### config.mk
export PLATFORM = sky130hd
export DESIGN_NAME = keypad_scan_ctrl
export DESIGN_NICKNAME = d
export VERILOG_FILES = /design/src/rtl/keypad_pkg.sv /design/src/rtl/keypad_scan_ctrl_debounce.sv /design/src/rtl/keypad_scan_ctrl.sv
export SDC_FILE = /design/constraint.sdc
export NUM_CORES = 1
export LEC_CHECK = 0
export ABC_CLOCK_PERIOD_IN_PS = 2250
export CORE_MARGIN = 2
export CORE_UTILIZATION = 25
export CTS_BUF_LIST = sky130_fd_sc_hd__clkbuf_4
export DETAILED_ROUTE_END_ITERATION = 7
export PLACE_DENSITY_LB_ADDON = 0.3
export SYNTH_ARGS = -nofsm -noshare
export SYNTH_HDL_FRONTEND = slang
export SYNTH_SLANG_ARGS = --single-unit
### constraint.sdc
create_clock -name int_osc -period 2.25 [get_ports int_osc]
set_clock_uncertainty 0.2 [all_clocks]
set_input_delay 0.3375 -clock int_osc [delete_from_list [all_inputs] [get_ports int_osc]]
set_output_delay 0.3375 -clock int_osc [all_outputs]
set_load 0.005 [all_outputs]
### src/rtl/keypad_pkg.sv
// keypad_pkg: scan-state type and active-low row-pattern decode shared by the keypad scanner and decoder
package keypad_pkg;
  typedef enum logic [2:0] {SCAN, PRESS_DB, CONFIRM, HOLD, REL_DB} scan_state_t;
  typedef struct packed {
    logic       one;
    logic [2:0] idx;
  } low_idx_t;
  // rows_n is padded to 8 bits with 1s; one is set only when exactly one row is low
  function automatic low_idx_t onehot_low_idx(input logic [7:0] rows_n);
    low_idx_t   r;
    logic [3:0] n;
    r = '0;
    n = '0;
    for (int i = 0; i < 8; i++)
      if (!rows_n[i]) begin
        n = n + 4'd1;
        r.idx = 3'(i);
      end
    r.one = n == 4'd1;
    return r;
  endfunction
endpackage

### src/rtl/keypad_scan_ctrl_debounce.sv
// debounce_timer: clearable saturating window counter; done marks the terminal count while enabled
module debounce_timer #(
  parameter int DEBOUNCE = 480000
) (
  input  logic int_osc,
  input  logic reset,
  input  logic clr,
  input  logic en,
  output logic done
);
  localparam int W = $clog2(DEBOUNCE);
  localparam logic [W-1:0] LAST = W'(DEBOUNCE - 1);
  logic [W-1:0] cnt;
  always_ff @(posedge int_osc or posedge reset)
    if (reset) cnt <= '0;
    else if (clr) cnt <= '0;
    else if (en && cnt != LAST) cnt <= cnt + 1'b1;
  assign done = en && cnt == LAST;
endmodule

### src/rtl/keypad_scan_ctrl.sv
// keypad_scan_ctrl: column-scanning matrix keypad controller with press/release debounce
module keypad_scan_ctrl #(
  parameter int NROWS    = 4,
  parameter int NCOLS    = 4,
  parameter int DWELL    = 4,
  parameter int SYNC_LAT = 2,
  parameter int DEBOUNCE = 480000
) (
  input  logic                     int_osc,
  input  logic                     reset,
  input  logic [NROWS-1:0]         rows_sync,
  output logic [NCOLS-1:0]         cols,
  output logic                     key_valid,
  output logic [$clog2(NROWS)-1:0] key_row,
  output logic [$clog2(NCOLS)-1:0] key_col,
  output logic                     key_held,
  output logic                     multi_err
);
  import keypad_pkg::*;
  localparam int RW = $clog2(NROWS);
  localparam int CW = $clog2(NCOLS);
  localparam int DW = $clog2(DWELL);
  localparam logic [DW-1:0] DWELL_LAST = DW'(DWELL - 1);
  localparam logic [DW-1:0] QUAL_MIN   = DW'(SYNC_LAT);
  localparam logic [CW-1:0] COL_LAST   = CW'(NCOLS - 1);
  scan_state_t      state, nxt;
  logic [CW-1:0]    ptr, ptr_nxt, col_adv;
  logic [DW-1:0]    dwell;
  logic [NROWS-1:0] rows_lat;
  logic [7:0]       rows_pad;
  low_idx_t         lo;
  logic             any_low, match, qual, hit, multi, done, clr, en;
  always_comb begin
    rows_pad = '1;
    rows_pad[NROWS-1:0] = rows_sync;
  end
  assign lo      = onehot_low_idx(rows_pad);
  assign any_low = ~&rows_sync;
  assign match   = rows_sync == rows_lat;
  // early dwell samples still reflect the previous column through the synchroniser
  assign qual    = state == SCAN && dwell >= QUAL_MIN && any_low;
  assign col_adv = ptr == COL_LAST ? '0 : ptr + 1'b1;
  assign hit     = state == CONFIRM && lo.one && match;
  assign multi   = state == CONFIRM && any_low && !lo.one;
  always_ff @(posedge int_osc or posedge reset)
    if (reset) state <= SCAN;
    else state <= nxt;
  always_comb begin
    nxt = state;
    case (state)
      SCAN:     nxt = qual ? PRESS_DB : SCAN;
      PRESS_DB: nxt = !any_low ? SCAN : done ? CONFIRM : PRESS_DB;
      CONFIRM:  nxt = !any_low || (lo.one && !match) ? SCAN : HOLD;
      HOLD:     nxt = any_low ? HOLD : REL_DB;
      REL_DB:   nxt = any_low ? HOLD : done ? SCAN : REL_DB;
      default:  nxt = SCAN;
    endcase
  end
  always_comb begin
    key_held = state == HOLD || state == REL_DB;
    en       = state == PRESS_DB || state == REL_DB;
    clr      = nxt != state;
    ptr_nxt  = (state == SCAN && !qual && dwell == DWELL_LAST) || (state == REL_DB && nxt == SCAN) ? col_adv : ptr;
  end
  debounce_timer #(.DEBOUNCE(DEBOUNCE)) u_timer (
    .int_osc(int_osc),
    .reset  (reset),
    .clr    (clr),
    .en     (en),
    .done   (done)
  );
  always_ff @(posedge int_osc or posedge reset)
    if (reset) begin
      ptr       <= '0;
      cols      <= ~NCOLS'(1);
      dwell     <= '0;
      rows_lat  <= '1;
      key_valid <= 1'b0;
      multi_err <= 1'b0;
      key_row   <= '0;
      key_col   <= '0;
    end else begin
      ptr       <= ptr_nxt;
      cols      <= ~(NCOLS'(1) << ptr_nxt);
      dwell     <= state == SCAN && nxt == SCAN && dwell != DWELL_LAST ? dwell + 1'b1 : '0;
      key_valid <= hit;
      multi_err <= multi;
      if (qual) rows_lat <= rows_sync;
      if (hit) begin
        key_row <= RW'(lo.idx);
        key_col <= ptr;
      end
    end
endmodule

Word level (Yosys, flattened, before mapping)
Index checks and enable logic that the tools add are counted.
- register bits: 40
- logic and storage cells: 77
- bitwise gates (word level): 1
- add/subtract/negate cells: 6
- shift-type cells: 1
- equality and inequality tests: 12
- mux-type cells: 20
- reductions and logical operators: 26
- magnitude comparators: 1
- operator list (kind ; number):
    $mux 19 ; 2
    $add 19x1->19 const B ; 1
    $eq 19x19->1 const B ; 1
    $ne 19x19->1 const B ; 1
    $mux 2 ; 8
    $pmux 3 s5 ; 1
    $logic_and 1x1->1 ; 14
    $add 4x1->4 const B ; 3
    $mux 4 ; 3
    $mux 3 ; 3
    $eq 3x2->1 const B ; 2
    $logic_not 3->1 ; 2
    $add 2x1->2 const B ; 2
    $eq 2x2->1 const B ; 2
    $eq 4x1->1 const B ; 1
    $eq 4x4->1 ; 1
    $logic_not 1->1 ; 4
    $logic_or 1x1->1 ; 4
    $not 4->4 ; 1
    $reduce_and 4->1 ; 1
    $shl 1x2->4 const A ; 1
    $eq 3x1->1 const B ; 1
    $eq 3x3->1 const B ; 1
    $mux 1 ; 3
    4 further kinds ; 4

Longest topological paths before layout
Gate-level depths: netlist of the first run.
- word-level depth: 18
- depth in mapped cells: 12
- gate-level depth less buffers: 11

Modules after synthesis
From an unflattened synthesis of the first run, not the netlist that was laid out.
- cells, all modules: 247
- area total of the unflattened synthesis: 2406.1 µm²
- modules (own cells, without submodules) (module ; seq. area each (µm²) ; cells an instance ; times used ; area an instance (µm²)):
    keypad_scan_ctrl ; 534.3 ; 121 ; 1 ; 1252.5
    debounce_timer ; 475.5 ; 126 ; 1 ; 1153.6

Least setup slack after synthesis of the first run
No wires, ideal clock.
- kind: input to register
- start: input rows_sync[0]
- end: register u_timer.cnt[18]
- setup slack: -650 ps
- stages on the path: 11
- required time: 1928 ps
- arrival: 2578 ps
- library setup time: 122 ps
- path through: inv_1 > ha_1 > xnor2_1 > ha_1 > or2_2 > o211ai_2 > a31o_2 > nand2_1 > a211oi_4 > buf_8 > nor3_2
- cells in the longest elaborated chain, start to end: 14
- elaborated cells on any way between the ends: 24
- classes of those cells: add/sub (3); eq/ne (3); mux (11); reduce/logical (7)
- RTL lines (item ; line ; text):
    start, declared ; keypad_scan_ctrl.sv:11 ; input logic [NROWS-1:0] rows_sync,
    $mux 1 ; keypad_pkg.sv:15 ; if (!rows_n[i]) begin
    $add 4x1->4 ; keypad_pkg.sv:16 ; n = n + 4'd1;
    $mux 4 ; keypad_pkg.sv:15 ;
    $add 4x1->4 ; keypad_pkg.sv:16 ;
    $mux 4 ; keypad_pkg.sv:15 ;
    $add 4x1->4 ; keypad_pkg.sv:16 ;
    $mux 4 ; keypad_pkg.sv:15 ;
    $eq 4x1->1 ; keypad_pkg.sv:19 ; r.one = n == 4'd1;
    $logic_and 1x1->1 ; keypad_scan_ctrl.sv:53 ; CONFIRM: nxt = !any_low || (lo.one && !match) ? SCAN : HOLD;
    $logic_or 1x1->1 ; keypad_scan_ctrl.sv:53 ;
    $mux 2 ; keypad_scan_ctrl.sv:53 ;
    $pmux 3 s5 (*) ; keypad_scan_ctrl.sv:50 ; case (state)
    $ne 3x3->1 (*) ; keypad_scan_ctrl.sv:62 ; clr = nxt != state;
    $mux 19 or $reduce_bool 2->1 (tied branches) ; -- ;
    end signal, assigned ; keypad_scan_ctrl_debounce.sv:17 ; else if (en && cnt != LAST) cnt <= cnt + 1'b1;
    end, declared ; keypad_scan_ctrl_debounce.sv:13 ; logic [W-1:0] cnt;
Mark *: on every way between the ends. The rest lies on a longest branch, timed or not.
A chain may end at the register's enable or synchronous reset.

Final worst setup path of the first run
- start: input rows_sync[1]
- end: register u_timer.cnt[13]
- cells in the longest elaborated chain, start to end: 12
- elaborated cells on any way between the ends: 22
- classes of those cells: add/sub (2); eq/ne (3); mux (10); reduce/logical (7)
- RTL lines (item ; line ; text):
    $mux 4 ; keypad_pkg.sv:15 ;
    $add 4x1->4 ; keypad_pkg.sv:16 ;
    $mux 4 ; keypad_pkg.sv:15 ;
    $add 4x1->4 ; keypad_pkg.sv:16 ;
    $mux 4 ; keypad_pkg.sv:15 ;
    $eq 4x1->1 ; keypad_pkg.sv:19 ;
    $logic_and 1x1->1 ; keypad_scan_ctrl.sv:53 ;
    $logic_or 1x1->1 ; keypad_scan_ctrl.sv:53 ;
    $mux 2 ; keypad_scan_ctrl.sv:53 ;
    $pmux 3 s5 (*) ; keypad_scan_ctrl.sv:50 ;
    net nxt[0] ; keypad_scan_ctrl.sv:26 ; scan_state_t state, nxt;
    $ne 3x3->1 (*) ; keypad_scan_ctrl.sv:62 ;
    $mux 19 or $reduce_bool 2->1 (tied branches) ; -- ;
Mark *: on every way through the listed nets, which the timed path passes. The rest lies on a longest branch.

==> metrics.yaml, run 1 <==
outcome:
  status: "finished with violations"
  violations: "setup timing"
floorplan:
  fp.dieArea_um2: 10300
  initial_core_util_pct: 25.7
  rows: 35
  die_w_um: 101
  coreArea_um2: 9240
  io_pins: 17
  die_h_um: 101
cts:
  clock_sinks: 40
  clockBufferDepth: 2
  clk_pin_slew_ns: 0.15
  cts_tree: "yes"
  htree_levels: 2
  cts_buffers: 5
  cts-root-buf: "clkbuf_4"
  clkLatencyLatePin_ns: 0.37
cells_and_area:
  fin_util_pct: 34.8
  nNetsFinal: 294
  num_antenna_cells: 0
  stdcell_area_um2: 3220
  areaGrowthSynthToFinish_pct: 35.4
  stdcell_count: 411
  drive_gt1_share_pct: 38.7
grt:
  grt_pass1_vias: 1864
  grt_first_pass_wirelength_um: 8850
  grt_usage_pct: 10.9
  grt_max_degree: 41
  grt-ovfl-total: 0
  antenna_found_initial: 0
setup_path:
  worstSetupEndpoint: "u_timer.cnt[13]"
  arrival_ns: 2.40
  required_ns: 2.33
  cp_max_fo: 5
  path_cells: "buf_12 > inv_12 > ha_4 > xnor2_2 > ha_1 > or2_4 > o211ai_2 > a31o_4 > nand4_4 > mux2_4 > nor3_2"
  startpoint: "rows_sync[1]"
  r2r-end: "u_timer.cnt[0]"
  r2r_start: "state[1]"
  reg2reg_slack_ns: -0.03
  crit_slowest_cell: "mux2_4"
  max_stage_delay_ns: 0.40
  crit_path_start_kind: "primary input"
  crit_type: "in2reg"
  cp-end-kind: "register"
  r2r_cells: 5
placement:
  place_congestion: 0.732
  dp.cells: 398
  port_buffers: 16
  hpwl_um: 3460
  postPlaceCellArea_um2: 2960
synth:
  synth_edf_count: 0
  synth_compound_area_share_pct: 8.43
  synth_top_family_by_area: "simple AND/OR/NAND/NOR gates"
  syn_avg_cell_area_um2: 10.7
  synthAdderAreaFrac_pct: 3.69
  syn_area_um2: 2380
  ys_seq_area_share_pct: 42.5
  syn_nets: 235
  synthTopCellsByArea: "dfrtp_1 35%, dfstp_2 7.7%, xnor2_1 5.5%"
  yosysWarnings: 0
  synthArstFlopShare_pct: 100
  synth.distinct_cells: 55
  netlist.top_cell.by_area: "dfrtp_1"
  synth_flop_cell: "dfrtp_1"
  synth-simple-area-share_pct: 28.3
  synth-xor-area-share_pct: 8.85
  syn_inst: 222
  ys_seq_elements: 40
  synth_top_cell_area_share_pct: 34.8
  synthMuxAreaShare_pct: 2.95
routing:
  drc: 0
  wl_per_cell_um: 12.7
  firstDrtPassIters: 4
  routed-via-count: 1841
  antenna_left: 0
  first_iter_violations: 66
  wl_um: 5230
  via_per_inst: 4.48
timing:
  period_minus_slack_ns: 2.32
  worst_slack_ns: -0.0662
  tightest_slew_ns: 0.528
  rsz0062_at_grt: "yes"
  fmax_mhz: 432
  setup_violations: 19
  relSlewSlack_pct: 64.8
  drv_slew: 0
  period_share_pct: 103
  setup_tns_ns: -0.569
  hold_viol: 0
power:
  cellPowerDensity_nw_per_um2: 786
  max-vdd-ir-drop_mv: 0.378
  cellLeakagePower_nw: 1.37
job:
  drv_cap: 0
worst_hold_path:
  holdCritPathClass: "in2async"
stage by stage:
step / total power [mW] / hold WS [ns] / setup WS [ns]
finish: 2.53 / 0.179 / -0.0662
global route: 2.69 / 0.217 / -0.135
CTS: 2.51 / 0.0195 / -0.218
detailed placement: 1.85 / 0.258 / -1.03
global placement: 1.85 / 0.255 / -0.972
floorplan: 1.59 / 0.237 / -0.327
power breakdown:
| part | internal [mW] | switching, mW | total [mW] | leakage (nW) |
|---|---|---|---|---|
| clock network | 0.238 | 0.274 | 0.511 | 0.0454 |
| logic | 0.506 | 0.564 | 1.07 | 0.797 |
| registers | 0.868 | 0.0793 | 0.947 | 0.525 |
| total | 1.61 | 0.917 | 2.53 | 1.37 |
worst min-delay path by stage:
stage                       startpoint          end  slack [ns]  cells past startpoint
after floorplan               dwell[0]     dwell[0]        0.24                      1
after global placement        dwell[0]     dwell[0]        0.26                      1
after detailed placement      dwell[0]     dwell[0]        0.26                      1
after CTS                 rows_sync[0]  rows_lat[0]        0.02                      3
after global routing             reset     dwell[1]        0.22                      3
final                            reset     dwell[1]        0.18                      3
timing repair:
item / CTS / global route
gates resized for setup: 25 / 14
hold buffers: 0 / 2
buffers inserted: 1 / 0
endpoints found under the hold margin: 0 / 2
pin swaps: 20 / 10
gates cloned: 3 / 0
setup endpoints to repair: 32 / 24
cells in the mapped netlist (3+ instances only):
library cell and n:
inv_1 9, nand2_1 16, nor3_1 11, ha_1 7, and4_1 3, o22a_1 3
dfstp_2 7, nand4_1 10, nor2_1 14, and3_1 6, mux2_2 4, xnor2_1 15
a21oi_1 3, xor2_1 9, buf_6 4, dfrtp_1 33, nand3_1 7, nor3_2 10
o21ai_0 3
sequential cells by signal, summed over array words and instances, names as in the netlist:
signal	count
u_timer.cnt	19
cols	4
rows_lat	4
state	3
dwell	2
key_col	2
key_row	2
ptr	2
key_valid	1
multi_err	1
cells in the final DEF (no fill, tap or decap), types with 4 or more instances in the layout:
| master | instances |
|---|---|
| nor2_1 | 14 |
| nand2_1 | 15 |
| buf_4 | 39 |
| xor2_1 | 9 |
| nand4_1 | 10 |
| nor3_4 | 4 |
| dfrtp_1 | 33 |
| dfstp_2 | 7 |
| clkdlybuf4s50_1 | 12 |
| nand3_1 | 6 |
| mux2_2 | 5 |
| xnor2_1 | 14 |
| clkbuf_4 | 5 |
| and3_1 | 5 |
| nor3_2 | 15 |
| inv_1 | 7 |
| ha_1 | 6 |
final cells by class:
class                   instances  area [µm²]
clock buffers                   5        37.5
well taps                     129         161
clock inverters                 3        47.5
flip-flops and latches         40        1010
multi-input cells             167        1420
inverters                       9        48.8
repair buffers                 58         498
fillers                       948        6020
critical path, delay by kind of cell:
family,cells,cell delay [ns]
AOI/OAI and AO/OA,2,0.36
xor gates and xnor gates,1,0.13
buffers and inverters,2,0.13
muxes,1,0.40
and+or+nand+nor,3,0.53
adders and majority gates,2,0.50
logic make-up after synthesis:
family          Yosys count
mux                       6
xor+xnor                 24
flops                    40
buf+inv                  18
simple gates            104
compound gates           23
fa+ha+maj                 7
metal layers:
| layer | up-vias | track usage (%) | routed length, µm |
|---|---|---|---|
| met2 | 22 | 17.0 | 2440 |
| met3 | 6 | 1.93 | 112 |
| met4 | 0 | 4.89 | 104 |
| met5 | - | 0 | 0 |
| li1 | 922 | - | - |
| met1 | 891 | 14.7 | 2570 |
No activity file was read; power rests on OpenSTA's default activity.
==> inputs of run 2 (changes only) <==
Settings changed: SYNTH_HIERARCHICAL from default to 1.
==> run 2 against run 1 <==
The run still ends with setup timing left. Critical endpoint is now ptr[0]. Die area grew 1.2%. Critical path depth fell by 2. Highest routed layer unchanged. Core utilization is 3.5 points higher. Clock power down 3%. Register-to-register slack got worse by 0.07 ns. Wire length increased by 6.7%. Non-clock buffer count is 26 higher. Sequential power grew 2.3%. Sequential share of layout area is 3.0 points lower. Count of clock-buffer cells in the layout unchanged. Critical path type is now reg2reg. Via count rose by 12%.
==> metrics.yaml, run 2 <==
outcome:
  status: "finished with violations"
  violations: "setup timing"
synth:
  syn_inst: 247  # +11%
  yosysMostFrequentCell: "dfrtp_1"
  synthTopCellsByCount: "33 x dfrtp_1, 17 x nor2_1, 16 x a21oi_1, 16 x mux2_2, 16 x nand2_1"
  ys_seq_elements: 40  # unchanged
  netlist.top_cell.by_area: "dfrtp_1"
  syn_avg_cell_area_um2: 9.74  # -9.0%
  syn_area_um2: 2410  # +1.3%
  synth_edf_count: 0  # unchanged
  synth_flop_cell: "dfrtp_1"
  syn_nets: 260  # +11%
  synthTopCellsByArea: "dfrtp_1 34%, dfstp_2 7.6%, mux2_2 7.5%"
  ys_seq_area_share_pct: 42.0  # -0.53 points
  synth.distinct_cells: 50  # -9.1%
  synthArstFlopShare_pct: 100  # unchanged
  yosysWarnings: 6  # +6
  synth_top_cell_area_share_pct: 34.3  # -0.43 points
power:
  intPower_mw: 1.91  # +19%
  pwr-share-seq_pct: 33.2  # -4.3 points
  cellPowerDensity_nw_per_um2: 821  # +4.5%
  p_comb_share_pct: 49.8  # +7.5 points
  power_mw: 2.92  # +16%
  cellLeakagePower_nw: 1.55  # +13%
  sw_frac_of_total_pct: 34.6  # -1.7 points
  max-vdd-ir-drop_mv: 0.342  # -9.4%
  switchingPower_mw: 1.01  # +10%
  p_clk_share_pct: 17.1  # -3.1 points
routing:
  antenna_left: 0  # unchanged
  wl_per_cell_um: 12.2  # -3.8%
  firstDrtPassIters: 4  # unchanged
  first_iter_violations: 69  # +4.5%
  routed-via-count: 2065  # +12%
  via_per_inst: 4.53  # +1.1%
  wl_um: 5580  # +6.7%
  drc: 0  # unchanged
cells_and_area:
  largest_register: "u_timer/cnt"
  drive_gt1_share_pct: 45.3  # +6.6 points
  largest_reg_flops: 19  # unchanged
  reg_top3: "u_timer/cnt x19, cols x4, rows_lat x4"
  layout.cells.most_common: "buf_4"
  areaGrowthSynthToFinish_pct: 48.0
  fin_util_pct: 38.4  # +3.5 points
  final_cell_mix: "61 x buf_4, 31 x dfrtp_1, 16 x nand2_1"
  nNetsFinal: 339  # +15%
  num_antenna_cells: 0  # unchanged
placement:
  place_congestion: 0.764  # +4.3%
  hpwl_um: 4140  # +20%
  port_buffers: 16  # unchanged
worst_hold_path:
  holdCritPathClass: "in2async"
setup_path:
  arrival_ns: 2.40  # about the same
  required_ns: 2.31  # -0.02 ns
  crit_path_start_kind: "register"
  cp_max_fo: 5  # unchanged
  crit_type: "reg2reg"
  cp-end-kind: "register"
floorplan:
  coreArea_um2: 9280  # +0.47%
  io_pins: 17  # unchanged
  initial_core_util_pct: 25.9  # +0.20 points
  fp.dieArea_um2: 10400  # +1.2%
  die_h_um: 102  # +0.61%
  rows: 35  # unchanged
  die_w_um: 102  # +0.61%
cts:
  cts_hold_buffers: 0  # unchanged
  cts_tree: "yes"
  clkLatencyLatePin_ns: 0.35  # -0.02 ns
  clk_pin_slew_ns: 0.13  # -0.02 ns
  cts_buffers: 5  # unchanged
  clock_sinks: 40  # unchanged
  cts-root-buf: "clkbuf_4"
  clockBufferDepth: 2  # unchanged
  htree_levels: 2  # unchanged
grt:
  grt_max_degree: 22  # -46%
  grt_pass1_vias: 2134  # +14%
  grt-ovfl-total: 0  # unchanged
  grt_usage_pct: 11.6  # +0.77 points
  antenna_found_initial: 0  # unchanged
  grt_first_pass_wirelength_um: 9690  # +9.6%
timing:
  rsz0062_at_grt: "yes"
  hold_viol: 0  # unchanged
  setup_violations: 13  # -6
  period_minus_slack_ns: 2.35  # +0.0320 ns
  fmax_mhz: 426  # -1.4%
  worst_slack_ns: -0.0981  # -0.0320 ns
  drv_slew: 0  # unchanged
  relSlewSlack_pct: 73.5  # +8.7 points
  tightest_slew_ns: 0.394  # -0.134 ns
  period_share_pct: 104  # +1.4 points
  setup_tns_ns: -0.997  # -0.428 ns
job:
  drv_cap: 0  # unchanged
## run 2: changes by cell type after synthesis, moves of 7 or more
cell and delta:
a21oi_1 +13, mux2_2 +12, nor3_2 -10, xnor2_1 -9, xor2_1 -8, nor2b_1 +7, o21ai_0 +7, or3_1 +7
## run 2: per-stage QoR
step	cells	worst slack (ns)	area (µm²)	hold slack, ns
after floorplan	247	-0.164	2580	0.0886
after global placement	438	-0.804	3250	0.299
after detailed placement	438	-0.849	3250	0.310
after CTS	452	-0.0986	3450	0.108
after global routing	456	-0.186	3560	0.142
final	456	-0.0981	3560	0.121
## run 2: area by class of cell
cell class	instances	area [µm²]
Fill cell	950	5720
Timing Repair Buffer	84	707
Inverter	10	50.0
Tap cell	129	161
Sequential cell	40	1010
Clock inverter	3	46.3
Clock buffer	5	37.5
Multi-Input combinational cell	185	1550
## run 2: power groups by stage
stage | Sequential (mW) | Combinational (mW) | Clock [mW]
6_report | 0.969 | 1.45 | 0.498
2_1_floorplan | 0.968 | 0.854 | 0
5_1_grt | 0.987 | 1.60 | 0.545
4_1_cts | 0.969 | 1.39 | 0.524
3_3_place_gp | 0.990 | 1.28 | 0
3_5_place_dp | 0.991 | 1.30 | 0
## run 2: cells by family after synthesis
logic type                 Yosys count  share of synthesized area (%)
adders and majority gates            7                           3.64
xor gates and xnor gates             7                           2.55
and+or+nand+nor                    108                           26.9
buffers and inverters               22                           4.16
DFF                                 40                           42.0
muxes                               20                           9.20
AOI/OAI and AO/OA                   43                           11.5
## run 2: what timing repair did
item,in CTS,in global routing
setup endpoints to repair,24,26
pin swaps,10,3
setup buffers,6,4
gates resized for setup,25,14
cloned,0,0
## run 2: critical path, cell delays in order, from the launching register on
cell	delay (ns)
dfrtp_1	0.41
ha_2	0.19
and4_4	0.15
and2_4	0.16
and3_4	0.15
buf_4	0.13
buf_6	0.11
and3_4	0.17
o21ai_4	0.27
mux2_4	0.33
## run 2: per-layer routing
layer / GRT usage (%) / wire length [µm] / share of wire, % / vias up
met5: 0 / 0 / 0 / -
met4: 3.59 / 59 / 1.1 / 0
met3: 2.19 / 106 / 1.9 / 4
met2: 19.4 / 2700 / 48 / 22
met1: 15.4 / 2720 / 49 / 986
li1: - / - / - / 1053
## run 2: path summary, 6_finish.rpt
path / start / end / slack (ns) / depth (start not counted)
max in group asynchronous: reset / rows_lat[1] / 1.46 / 3
min in group int_osc: rows_sync[1] / rows_lat[1] / 0.29 / 3
setup reg to reg: u_timer/cnt[1] / ptr[0] / -0.1 / 9
hold reg to reg: dwell[0] / dwell[0] / 0.33 / 2
setup / recovery: u_timer/cnt[1] / ptr[0] / -0.1 / 9
hold / removal: reset / u_timer/cnt[7] / 0.12 / 3
